===== src/rtl/alu_arbiter.sv =====
// alu_arbiter: two-requester front end for a shared combinational 64-bit ALU.
// A granted operation is launched into the ALU and its result is captured at
// the same edge into a single response slot (1-cycle accept-to-response).
// The slot is held stable until rsp_ready; a new grant may reload it in the
// acknowledging cycle, giving one operation per cycle under full throughput.
// Optional feature macro: ALU_ARB_ROUND_ROBIN_EN
//   defined   -> simultaneous requests alternate, based on a last_grant register
//   undefined -> fixed priority, requester 0 always wins; no arbitration state
//                is kept in this build.
module alu_arbiter (
  input  logic        clk,
  input  logic        rst,
  input  logic        req0_valid,
  input  logic [63:0] req0_a,
  input  logic [63:0] req0_b,
  input  logic [3:0]  req0_op,
  output logic        req0_ready,
  input  logic        req1_valid,
  input  logic [63:0] req1_a,
  input  logic [63:0] req1_b,
  input  logic [3:0]  req1_op,
  output logic        req1_ready,
  output logic [63:0] alu_a,
  output logic [63:0] alu_b,
  output logic [3:0]  alu_op,
  input  logic [63:0] alu_r,
  input  logic        alu_zero,
  input  logic        alu_overflow,
  input  logic        alu_carryout,
  output logic        rsp_valid,
  input  logic        rsp_ready,
  output logic        rsp_id,
  output logic [63:0] rsp_r,
  output logic        rsp_zero,
  output logic        rsp_overflow,
  output logic        rsp_carryout
);

  typedef enum logic {
    IDLE = 1'b0,
    HOLD = 1'b1
  } state_t;

  state_t state_r;
  state_t next_state_s;
  logic   slot_free_s;
  logic   grant_s;
  logic   win_s;

`ifdef ALU_ARB_ROUND_ROBIN_EN
  logic   last_grant_r;
`endif

  // Response slot can take a new result when empty or being drained this cycle.
  always_comb begin
    slot_free_s = 1'b0;
    case (state_r)
      IDLE:    slot_free_s = 1'b1;
      HOLD:    slot_free_s = rsp_ready;
      default: slot_free_s = 1'b0;
    endcase
  end

  // Arbitration: at most one grant, never during reset or while backpressured.
  always_comb begin
    grant_s = 1'b0;
    win_s   = 1'b0;
    if (rst) begin
      grant_s = 1'b0;
      win_s   = 1'b0;
    end else if (slot_free_s) begin
      if (req0_valid && req1_valid) begin
        grant_s = 1'b1;
`ifdef ALU_ARB_ROUND_ROBIN_EN
        win_s   = ~last_grant_r;
`else
        win_s   = 1'b0;
`endif
      end else if (req0_valid) begin
        grant_s = 1'b1;
        win_s   = 1'b0;
      end else if (req1_valid) begin
        grant_s = 1'b1;
        win_s   = 1'b1;
      end else begin
        grant_s = 1'b0;
        win_s   = 1'b0;
      end
    end else begin
      grant_s = 1'b0;
      win_s   = 1'b0;
    end
  end

  assign req0_ready = grant_s & ~win_s;
  assign req1_ready = grant_s & win_s;

  // Steer the winner's operands into the ALU; park it at zero when idle.
  always_comb begin
    alu_a  = 64'd0;
    alu_b  = 64'd0;
    alu_op = 4'b0000;
    if (grant_s) begin
      if (win_s) begin
        alu_a  = req1_a;
        alu_b  = req1_b;
        alu_op = req1_op;
      end else begin
        alu_a  = req0_a;
        alu_b  = req0_b;
        alu_op = req0_op;
      end
    end else begin
      alu_a  = 64'd0;
      alu_b  = 64'd0;
      alu_op = 4'b0000;
    end
  end

  // Next-state: a grant always (re)fills the slot; a drain without grant empties it.
  always_comb begin
    next_state_s = state_r;
    case (state_r)
      IDLE: begin
        if (grant_s) begin
          next_state_s = HOLD;
        end else begin
          next_state_s = IDLE;
        end
      end
      HOLD: begin
        if (grant_s) begin
          next_state_s = HOLD;
        end else if (rsp_ready) begin
          next_state_s = IDLE;
        end else begin
          next_state_s = HOLD;
        end
      end
      default: next_state_s = IDLE;
    endcase
  end

  // State register; reset discards any unacknowledged response.
  always_ff @(posedge clk) begin
    if (rst) begin
      state_r <= IDLE;
    end else begin
      state_r <= next_state_s;
    end
  end

  // Response slot: capture ALU result and winner index at the accepting edge.
  always_ff @(posedge clk) begin
    if (rst) begin
      rsp_id       <= 1'b0;
      rsp_r        <= 64'd0;
      rsp_zero     <= 1'b0;
      rsp_overflow <= 1'b0;
      rsp_carryout <= 1'b0;
    end else if (grant_s) begin
      rsp_id       <= win_s;
      rsp_r        <= alu_r;
      rsp_zero     <= alu_zero;
      rsp_overflow <= alu_overflow;
      rsp_carryout <= alu_carryout;
    end else begin
      rsp_id       <= rsp_id;
      rsp_r        <= rsp_r;
      rsp_zero     <= rsp_zero;
      rsp_overflow <= rsp_overflow;
      rsp_carryout <= rsp_carryout;
    end
  end

  assign rsp_valid = (state_r == HOLD);

`ifdef ALU_ARB_ROUND_ROBIN_EN
  // Remember the last winner so simultaneous requests alternate; reset favours req0 next.
  always_ff @(posedge clk) begin
    if (rst) begin
      last_grant_r <= 1'b1;
    end else if (grant_s) begin
      last_grant_r <= win_s;
    end else begin
      last_grant_r <= last_grant_r;
    end
  end
`endif

endmodule

===== config.mk =====
export PLATFORM = sky130hd
export DESIGN_NAME = alu_arbiter
export DESIGN_NICKNAME = d
export VERILOG_FILES = /design/src/rtl/alu_arbiter.sv
export SDC_FILE = /design/constraint.sdc
export NUM_CORES = 1
export LEC_CHECK = 0
export BUFFER_PORTS_ARGS = -buffer_cell sky130_fd_sc_hd__buf_2
export CORE_AREA = 2 2 213 215
export DETAILED_ROUTE_END_ITERATION = 12
export DIE_AREA = 0 0 215 217
export PLACE_DENSITY_LB_ADDON = 0.25
export SYNTH_ARGS = -nofsm -noshare
export SYNTH_HDL_FRONTEND = slang
export SYNTH_SLANG_ARGS = --single-unit
export TNS_END_PERCENT = 1

===== constraint.sdc =====
create_clock -name clk -period 1.6 [get_ports clk]
set_clock_uncertainty 0.1 [all_clocks]
set_input_delay 0.32 -clock clk [delete_from_list [all_inputs] [get_ports clk]]
set_output_delay 0.32 -clock clk [all_outputs]
set_load 0.05 [all_outputs]

==> results of run 1 <==
[synthesized netlist by cell type, drive strengths merged]
library cell    n  area share (%)
a22o          129              27
dfxtp          69              34
a21oi          68             8.3
nand3b         67              12
o21ai          67             8.1
buf            43             5.5
clkbuf         22             2.0
nor2            4            0.36
a22oi           3            0.55
nand2b          3            0.46
nor2b           2            0.49
inv             1           0.091
nor3            1            0.39
nor3b           1            0.46
o32ai           1            0.21
[critical path: stages (launching register included)]
cell	delay (ps)
dfxtp_4	340
nor2b_4	140
nor3b_4	220
buf_12	200
buf_12	220
a22o_2	180
buf_4	190
[report_power, final]
part | internal [mW] | switching [mW]
Combinational | 1.24 | 2.00
Sequential | 1.84 | 0.0503
Clock | 1.07 | 0.898
Total | 4.15 | 2.95
[layer usage]
metal / vias up / global-route usage, %
met3: 85 / 4.91
met4: 4 / 8.18
li1: 2941 / -
met5: - / 0
met2: 372 / 26.4
met1: 3111 / 16.1
[registers in the layout, indices dropped and copies added (netlist names)]
| register | count |
|---|---|
| rsp_zero | 1 |
| rsp_carryout | 1 |
| rsp_r | 64 |
| rsp_valid | 1 |
| rsp_id | 1 |
| rsp_overflow | 1 |
[metrics by stage]
stage	TNS [ps]	std cells	total power, mW	utilization, %
3_5_place_dp	-72250	1597	4.95	19.1
4_1_cts	-98770	1614	7.19	20.9
6_report	-90270	1636	7.09	21.2
5_1_grt	-115240	1630	7.41	21.2
3_3_place_gp	-72220	1597	4.95	19.1
2_1_floorplan	-49470	481	3.73	-
[path summary, 6_finish.rpt]
check                                from   endpoint  slack, ps  cells after the start
worst max-delay path            rsp_valid  alu_a[16]       -700                      6
worst min-delay path            alu_r[14]  rsp_r[14]        130                      3
worst max register to register  rsp_valid  rsp_r[54]       -170                      4
worst min register to register  rsp_r[23]  rsp_r[23]        370                      2
[what timing repair did]
item / CTS / global route
hold buffers: 0 / 0
setup buffers: 1 / 0
pin swaps: 1 / 1
endpoints found under the setup margin: 201 / 201
gates resized for setup: 181 / 16
[area by class of cell]
cell class                 count  area share (%)
timing repair buffer         582            43.4
multi-input combinational    346            30.5
sequential                    69            14.6
tap                          600            7.91
clock buffer                   9            2.37
clock inverter                 7           0.607
antenna                       22           0.580
inverter                       1          0.0396
[cells by family after synthesis]
| group | synth area share (%) |
|---|---|
| AOI/OAI and AO/OA | 44.6 |
| and+or+nand+nor | 14.4 |
| DFF | 33.5 |
| buffers and inverters | 7.59 |
==> run summary, run 1 <==
outcome = finished, violations left
num rows = 78
worst slew pin tran = 758 ps
WL/cell = 22.8 um
final hold violation count = 0
most frequent cells in the layout = 404 x buf_2, 93 x a22o_2, 80 x buf_4, 68 x a21oi_1, 68 x dfxtp_1
final WL = 37.3 mm
PwrDens = 748 nW/um^2
vias in the first global route = 6179
insertion delay to the later sink of the worst-skew pair = 350 ps
core area = 44700 um^2
drt drc = 0
TritonCTS clock tree = built
initial core utilization = 9.22%
number of library cell types mapped by synthesis = 18
Syn Nets = 817
CTS sink count = 69
Pleak = 4.53 nW
routability congestion estimate = 0.966
WS Path Type = reg -> out
crit path launch type = flip-flop
violated checks = setup timing
layout cell share with drive strength beyond 1 = 72.6%
H-Tree Level Count = 3
Synthesis Warnings = 0
post-synthesis sequential area ratio = 33.5%
WP data required = 1180 ps
critical path capture point type = output port
Port Buffers = 538
area delta synth->final = 130%
worst-path maximum fanout = 23
Reg area = 1390 um^2
Setup violations, final = 201
Vias per Instance = 3.98
detailed-route via count = 6513
worst hold path type = in -> reg
Top Layer Used = met5
DRT Pass-1 Iters = 5
setup slack after layout = -704 ps
Die Wd = 215 um
remaining global-route overflow = 0
gate count after technology mapping = 481
multi-input logic area = 2890 um^2
Layout Nets = 1345
Ports = 539
leading cell type in the layout, fill and taps excluded = buf_2
fmax = 434 MHz
post-route cell area = 9490 um^2
wl on met1 = 13.5 mm
Syn Std Cell Area = 4120 um^2
#FFs+latches synth = 69
die height = 217 um
met2 WL = 18.7 mm
Routed Antenna Nets = 0
WHS = 125 ps
pre-CTS setup slack = -550 ps
RSZ-0062 raised after global routing = yes
CTS Buf Count = 9
Period minus WS final = 2300 ps
DP Area = 8520 um^2
Worst-path clk slew = 70 ps
Total GRT Usage = 15.1%
metal3 WL = 3.07 mm
CTS Root Cell = clkbuf_16
initial detailed-routing violation count = 289
CTS max path bufs = 2
max-cap viol count = 0
initial antenna violation count = 40
Slew HR = 49.5%
Data arrival, critical path = 1880 ps
Slew Viols, Final = 0
largest net degree at the start of global routing = 68
fillers = 5004
dpl hpwl = 32.2 mm
maximum VDD drop = 0.601 mV
first-pass GRT wire length = 49.1 mm
die area = 46700 um^2
period utilization = 144%
mean post-synth cell area = 8.57 um^2
Power figures use the tool's default switching activity.
==> inputs of run 2 (changes only) <==
ABC_AREA = 1   (was unset)
CORE_AREA = 2 2 212 214   (was 2 2 213 215)
DIE_AREA = 0 0 214 216   (was 0 0 215 217)
==> run 2 against run 1 <==
Against the previous run: register-to-register slack improved by 280 ps; the run still ends with setup timing left; hold slack got worse by 61 ps; critical endpoint is now alu_b[49]; via count rose by 5.3%; sequential cell count did not move; setup slack improved by 150 ps; power rose by 8.5%; critical path type unchanged.
==> run summary, run 2 <==
outcome = finished, violations left
violated checks = setup timing
most common cell in the netlist = nand2_1
Data arrival, critical path = 1730 ps
list of most frequent post-synthesis cells = 524 x nand2_1, 71 x nand3_1, 69 x dfxtp_1, 25 x buf_2, 10 x buf_6
setup slack after layout = -553 ps
CTS max path bufs = 2
max-cap viol count = 0
detailed-route via count = 6857
post-synthesis sequential area ratio = 33.7%
Die Wd = 214 um
initial core utilization = 9.36%
final hold violation count = 0
crit path launch type = flip-flop
fillers = 4981
TritonCTS clock tree = built
first-pass GRT wire length = 44.5 mm
final WL = 32.1 mm
CTS sink count = 69
worst-path maximum fanout = 9
core area = 43800 um^2
Synthesis Warnings = 0
PwrDens = 792 nW/um^2
Post-synth EDFFs = 0
Total GRT Usage = 13.0%
worst hold path type = in -> reg
initial detailed-routing violation count = 327
H-Tree Level Count = 3
WS Path Type = reg -> out
most frequent cells in the layout = 459 x nand2_1, 404 x buf_2, 92 x buf_6, 69 x nand3_1, 68 x dfxtp_1
routability congestion estimate = 1.05
remaining global-route overflow = 0
Reg area = 1380 um^2
worst slew pin tran = 693 ps
cell taking the most area after synthesis = nand2_1
insertion delay to the later sink of the worst-skew pair = 340 ps
Psw = 3.03 mW
Flop pwr share = 25.3%
#FFs+latches synth = 69
WHS = 64.3 ps
FFs w/ async S/R, synth = 0%
RSZ-0062 raised after global routing = yes
die height = 216 um
die area = 46200 um^2
drt drc = 0
Routed Antenna Nets = 0
Syn Nets = 1072
number of library cell types mapped by synthesis = 16
Ports = 539
Slew HR = 53.8%
largest net degree at the start of global routing = 60
num rows = 77
leading cell type in the layout, fill and taps excluded = nand2_1
Vias per Instance = 3.63
maximum VDD drop = 0.576 mV
multi-input logic area = 2630 um^2
Port Buffers = 538
Pleak = 5.38 nW
pre-CTS setup slack = -528 ps
Post-synth top flop = dfxtp_1
Setup violations, final = 134
fmax = 465 MHz
mean post-synth cell area = 5.57 um^2
DRT Pass-1 Iters = 5
critical path capture point type = output port
Most Crowded Layer GR = met2
Reg with most FFs = rsp_r
switch share = 39.3%
CTS Root Cell = clkbuf_16
CTS Buf Count = 9
WL/cell = 17.0 um
Tot Pwr = 7.70 mW
clock power share = 31.6%
internal power contribution = 4.67 mW
GR Layer Usage met1 = 14.2%
Gate power share = 43.1%
met3 Use GR = 4.12%
met2 usage = 23.4%
dpl hpwl = 26.7 mm
Syn Std Cell Area = 4100 um^2
Worst-path clk slew = 60 ps
initial antenna violation count = 17
layout cell share with drive strength beyond 1 = 53.3%
Largest register FFs = 64
ranking of synthesized cells by area = nand2_1 48%, dfxtp_1 34%, nand3_1 8.7%, buf_2 3.0%, buf_6 2.7%
Period minus WS final = 2150 ps
top cell type's share of synthesized area = 47.9%
vias in the first global route = 6891
area delta synth->final = 137%
setup TNS = -61210 ps
WP data required = 1180 ps
gate count after technology mapping = 736
Layout Nets = 1624
period utilization = 135%
Slew Viols, Final = 0
## run 2: cell count changes after synthesis, sizes merged, moves of 2 or more
cell and change:
a21oi -67, nand3 +71, nand3b -67, o21ai -65
nor2 +6, nor2b -2, a22o -129, nand2 +525
inv +7, nand2b -3, clkbuf -16, a22oi -3
## run 2: timing repair
item / CTS / global route
buffers inserted: 1 / 2
pin swaps: 3 / 13
endpoints found under the setup margin: 174 / 171
gates resized for setup: 208 / 112
gates cloned: 2 / 3
endpoints found under the hold margin: 0 / 0
hold buffers: 0 / 0
## run 2: final timing paths
kind,start,end,slack [ps],depth (start not counted)
hold reg to reg,rsp_r[21],rsp_r[21],360,2
hold / removal,rst,rsp_valid,60,2
setup / recovery,rsp_valid,alu_b[49],-550,9
setup reg to reg,rsp_valid,rsp_r[4],110,8
## run 2: layout make-up
cell class	instances	area share, %
Timing Repair Buffer	590	46.9
Multi-Input combinational cell	610	27.1
Sequential cell	69	14.2
Tap cell	592	7.62
Clock buffer	11	2.60
Clock inverter	5	1.09
Inverter	8	0.335
Antenna cell	6	0.155
## run 2: kinds of logic (layout without fill, tap and decap cells)
logic type	after synthesis	in the layout	synth area share [%]
AO/OA/AOI/OAI	3	3	0.366
other	0	6	0
AND/OR/NAND/NOR	607	607	58.1
flip-flops	69	69	33.7
buffers and inverters	57	614	7.90
## run 2: layer usage
metal	wire length, um	vias up
met3	2730	44
li1	-	3350
met2	16400	354
met5	21	-
met4	867	4
met1	12000	3105
## run 2: metrics by stage
step,cell area (um^2),utilization [%],cells
after floorplan,4160,-,736
after global placement,8200,18.7,1862
after detailed placement,8200,18.7,1862
after CTS,9240,21.1,1881
after global routing,9720,22.2,1891
final,9720,22.2,1891
## run 2: power groups by stage
| stage | sequential, mW | clock, mW | combinational, mW |
|---|---|---|---|
| finish | 1.95 | 2.43 | 3.32 |
| global route | 1.97 | 2.58 | 3.50 |
| CTS | 1.95 | 2.51 | 3.22 |
| detailed placement | 1.98 | 0 | 2.99 |
| global placement | 1.98 | 0 | 2.99 |
| floorplan | 2.51 | 0 | 1.21 |
## run 2: critical path: stages, from the launching register on
cell and delay [ps]:
dfxtp_2 330, nand2_4 80, nand2_4 60, nor2_4 140
buf_12 150, clkbuf_16 180, buf_8 120, nand2_1 70
nand2_2 100, buf_12 140
